==> src/rtl/a_skew_feeder.sv <==
// Skews row vectors of A into a systolic array: lane i delays element i by i cycles.
// A small FSM tracks streaming, drains the skew after the last vector, then pulses done.
module a_skew_feeder #(
    parameter int DATA_WIDTH = 8,
    parameter int N          = 4
) (
    input  logic                      clk,
    input  logic                      rst_n,
    input  logic                      in_valid,
    output logic                      in_ready,
    input  logic                      in_last,
    input  logic [N*DATA_WIDTH-1:0]   in_data,
    output logic [N*DATA_WIDTH-1:0]   out_A,
    output logic [N-1:0]              out_valid,
    output logic                      busy,
    output logic                      done
);

    localparam logic [1:0] S_IDLE   = 2'd0;
    localparam logic [1:0] S_STREAM = 2'd1;
    localparam logic [1:0] S_DRAIN  = 2'd2;

    localparam int            CW       = (N > 1) ? $clog2(N) : 1;
    localparam logic [CW-1:0] CNT_LOAD = CW'(N - 1);

    logic [1:0]    state_q, state_d;
    logic [CW-1:0] cnt_q, cnt_d;
    logic          done_q, done_d;
    logic          accept;

    assign in_ready = (state_q != S_DRAIN);
    assign accept   = in_valid && in_ready;
    assign busy     = (state_q != S_IDLE);
    assign done     = done_q;

    always_comb begin
        state_d = state_q;
        cnt_d   = cnt_q;
        done_d  = 1'b0;
        case (state_q)
            S_IDLE, S_STREAM: begin
                if (accept) begin
                    if (in_last) begin
                        // A single lane has no skew to drain, so the last element is already out.
                        if (N == 1) begin
                            state_d = S_IDLE;
                            done_d  = 1'b1;
                        end else begin
                            state_d = S_DRAIN;
                            cnt_d   = CNT_LOAD;
                        end
                    end else begin
                        state_d = S_STREAM;
                    end
                end
            end
            S_DRAIN: begin
                cnt_d = cnt_q - 1'b1;
                if (cnt_q == CW'(1)) begin
                    state_d = S_IDLE;
                    done_d  = 1'b1;
                end
            end
            default: state_d = S_IDLE;
        endcase
    end

    always_ff @(posedge clk or negedge rst_n) begin
        if (!rst_n) begin
            state_q <= S_IDLE;
            cnt_q   <= '0;
            done_q  <= 1'b0;
        end else begin
            state_q <= state_d;
            cnt_q   <= cnt_d;
            done_q  <= done_d;
        end
    end

    genvar gi;
    generate
        for (gi = 0; gi < N; gi++) begin : g_lane
            logic [DATA_WIDTH-1:0] data_q [0:gi];
            logic [gi:0]           vld_q;

            // Heads load zero with valid low on non-accept edges so the skew of older vectors is kept.
            always_ff @(posedge clk or negedge rst_n) begin
                if (!rst_n) begin
                    for (int s = 0; s <= gi; s++) begin
                        data_q[s] <= '0;
                    end
                    vld_q <= '0;
                end else begin
                    data_q[0] <= accept ? in_data[gi*DATA_WIDTH +: DATA_WIDTH] : '0;
                    vld_q[0]  <= accept;
                    for (int s = 1; s <= gi; s++) begin
                        data_q[s] <= data_q[s-1];
                        vld_q[s]  <= vld_q[s-1];
                    end
                end
            end

            assign out_A[gi*DATA_WIDTH +: DATA_WIDTH] = vld_q[gi] ? data_q[gi] : '0;
            assign out_valid[gi] = vld_q[gi];
        end
    endgenerate

endmodule

==> config.mk <==
export PLATFORM = sky130hd
export DESIGN_NAME = a_skew_feeder
export DESIGN_NICKNAME = d
export VERILOG_FILES = /design/src/rtl/a_skew_feeder.sv
export SDC_FILE = /design/constraint.sdc
export NUM_CORES = 1
export LEC_CHECK = 0
export CAP_MARGIN = 20
export CORE_MARGIN = 2
export CORE_UTILIZATION = 51
export DETAILED_ROUTE_END_ITERATION = 8
export PLACE_DENSITY = 0.9
export SYNTH_ARGS = -nofsm -noshare
export SYNTH_HDL_FRONTEND = slang
export SYNTH_SLANG_ARGS = --single-unit
==> constraint.sdc <==
create_clock -name clk -period 3.2 [get_ports clk]
set_clock_uncertainty 0.15 [all_clocks]
set_input_delay 0.32 -clock clk [delete_from_list [all_inputs] [get_ports clk]]
set_output_delay 0.32 -clock clk [all_outputs]
set_load 0.005 [all_outputs]
==> flow_summary_export.csv <==
group,metric,value,unit
pwr,max-vdd-ir-drop,0.4184,mV
route,drt_first_pass_iters,4,
route,routedWlPerCell,11.79,um
setup_path,path_cells,"nand2b_1, buf_4, clkdlybuf4s50_1",
setup_path,arrival,1760,ps
clock_tree,numCtsBuffers,9,
floorplan,die_width,78.05,um
route,drc,0,
floorplan,row_count,26,
global_route,grt_start_max_net_pins,90,
yosys,ys_top_cells_by_count,"dfrtp_1 (89), and2_1 (33), and3_1 (32)",
setup_path,slowest_stage,"clkdlybuf4s50_1",
pwr,leakage,1.869,nW
min_path,hold_path_startpoint,"g_lane[3].data_q[16]$_DFF_PN0_",
layout,drive_above_1_share,0.07605,
clock_tree,clock_path_buffers,2,
setup_path,cp-end-kind,"output port",
setup_path,r2r_slack,1870,ps
job,drv_cap,0,
floorplan,die-area,0.006092,mm^2
yosys,seq_area_frac_synth,0.7964,
sta,relSlewSlack,0.4275,
place,globalplace.congestion,0.6366,
yosys,async_reset_ff_frac,1.000,
sta,fin_ws,971.3,ps
setup_path,reg2reg_from,"state_q[0]$_DFFE_PN0P_",
yosys,synth_top_area_share,0.7964,
route,ant_nets,0,
sta,fin_crit,2229,ps
global_route,grt_pass1_wl,6575,um
layout,nNetsFinal,295,
setup_path,r2r-end,"g_lane[1].data_q[8]$_DFF_PN0_",
layout,final_cell_count_no_fill,333,
setup_path,startpoint,"state_q[0]$_DFFE_PN0P_",
pwr,p_int,1.949,mW
setup_path,slowest_delay,560,ps
sta,tns,0,ps
yosys,syn_avg_cell_area,15.71,um^2
clock_tree,h-tree-depth,3,
global_route,grt_pass1_vias,1506,
setup_path,cp_max_fo,36,
pwr,p_seq_frac,0.546,
clock_tree,clkSinkCount,89,
route,first_iter_violations,90,
yosys,synth_top_area_cell,"dfrtp_1",
place,place_inst,315,
route,vias_per_cell,4.526,
sta,rsz0062_at_grt,"false",
yosys,ys_seq_elements,89,
yosys,syn-num-nets,215,
min_path,hold_path_class,"reg2reg",
pwr,clkPwrFrac,0.290,
setup_path,start_kind,"register",
setup_path,crit_type,"reg2out",
yosys,ys_types,17,
pwr,swShare,0.2366,
min_path,hold_path_depth,0,
layout,diodes,0,
yosys,synth.most_common_cell,"dfrtp_1",
yosys,netlist_area,0.002796,mm^2
status,status,"complete, no violations",
setup_path,r2r_cells,3,
place,port_buffers,74,
sta,final_max_slew_viol_count,0,
route,wl,3927,um
global_route,grtUsageTotal,0.1427,
clock_tree,cts_resized,0,
sta,setup_viol,0,
clock_tree,cts-root-buf,"clkbuf_8",
clock_tree,clk_pin_slew,80,ps
yosys,synth_area_leaders,"dfrtp_1 (80%), and2_1 (7.4%), and3_1 (7.2%), buf_6 (1.6%), a22oi_1 (0.54%)",
clock_tree,clkLatencyLatePin,330,ps
setup_path,cp.required,2730,ps
sta,fmax,448.7,MHz
sta,final_hold_viol_count,0,
place,dp_hpwl,2597,um
pwr,power.density,670.2,mW/mm^2
global_route,antenna_found_initial,0,
route,num_vias,1507,
clock_tree,cts_tree,"yes",
floorplan,initial_core_util,0.5373,
layout,utilization,0.7317,
floorplan,core_area,0.005205,mm^2
layout,synthToLayoutAreaGrowth,36.20,%
floorplan,pin_count,75,
sta,worst_pin_slew,856.1,ps
min_path,holdPathEnd,"g_lane[3].data_q[8]$_DFF_PN0_",
yosys,synthCells,178,
place,dpl_worst_slack,1142,ps
global_route,grt_overflow,0,
floorplan,die_y,78.05,um
yosys,synth_warnings,0,
yosys,synth-edff-count,0,
pwr,comb_power_share,0.163,
yosys,synthFlopType,"dfrtp_1",
pwr,p_sw,0.6038,mW
sta,period_share,0.6965,
[routing by layer]
metal,vias up,track usage,share of wire
li1,729,-,-
met1,716,0.1598,0.40
met2,55,0.2379,0.50
met3,7,0.06207,0.087
met4,0,0.06316,0.015
met5,-,0,0
[power groups by stage]
stage          Sequential, mW  Combinational, mW  Clock, mW
3_3_place_gp             1.41              0.404          0
6_report                 1.39              0.417      0.740
2_1_floorplan            1.39              0.228          0
4_1_cts                  1.40              0.419      0.770
3_5_place_dp             1.42              0.418          0
5_1_grt                  1.42              0.460      0.817
[cells by family after synthesis]
family                     after synthesis  synth area share
DFF                                     89            0.7964
adders and majority gates                1          0.004474
xor gates and xnor gates                 1          0.003133
buffers and inverters                   10           0.02550
muxes                                    1          0.003580
AOI/OAI and AO/OA                        3          0.007606
and+or+nand+nor                         73            0.1593
[worst max-delay path by stage]
| stage | slack, ps | endpoint |
|---|---|---|
| final | 970 | in_ready |
| after global routing | 880 | in_ready |
| after CTS | 960 | in_ready |
| after detailed placement | 1140 | state_q[0]$_DFFE_PN0P_ |
| after global placement | 1200 | state_q[0]$_DFFE_PN0P_ |
| after floorplan | 1920 | in_ready |
[placed cells by master (no fill, tap or decap), types with 2 or more instances in the layout]
master	netlist	layout
and3_1	32	32
a22oi_1	2	2
clkbuf_8	0	10
nor2_1	4	4
inv_1	2	2
clkinv_4	0	2
clkdlybuf4s50_1	0	73
buf_4	1	2
dfrtp_1	89	89
and2_1	33	33
clkinvlp_4	0	2
[repair_timing]
action | 4_1_cts | 5_1_grt
endpoints found under the hold margin | 0 | 12
hold buffers | 0 | 1
buffers inserted | 0 | 0
[registers in the layout (all words and copies together), names as in the netlist]
signal,cells
g_lane.data_q,80
done,1
state_q,2
g_lane.vld_q,4
cnt_q,2
[critical path, delay by kind of cell, from the launching register on]
family | cells | cell delay, ps
buffers and inverters | 2 | 840
flip-flops | 1 | 450
AND/OR/NAND/NOR | 1 | 140
[through the flow]
step                      area (um^2)  hold slack, ps  total power [mW]
after global routing             3809           207.8             2.699
after floorplan                  2796          -125.6             1.620
after global placement           3566           181.1             1.810
final                            3809           199.7             2.552
after CTS                        3771           46.09             2.586
after detailed placement         3566           184.7             1.838
[layout make-up]
class | count | area (um^2)
multi-input combinational | 79 | 498.0
clock inverter | 6 | 67.56
timing repair buffer | 77 | 783.3
fill | 346 | 1396
clock buffer | 10 | 137.6
tap | 70 | 87.58
inverter | 2 | 7.507
sequential | 89 | 2227
(Power assumes the default switching activity.)
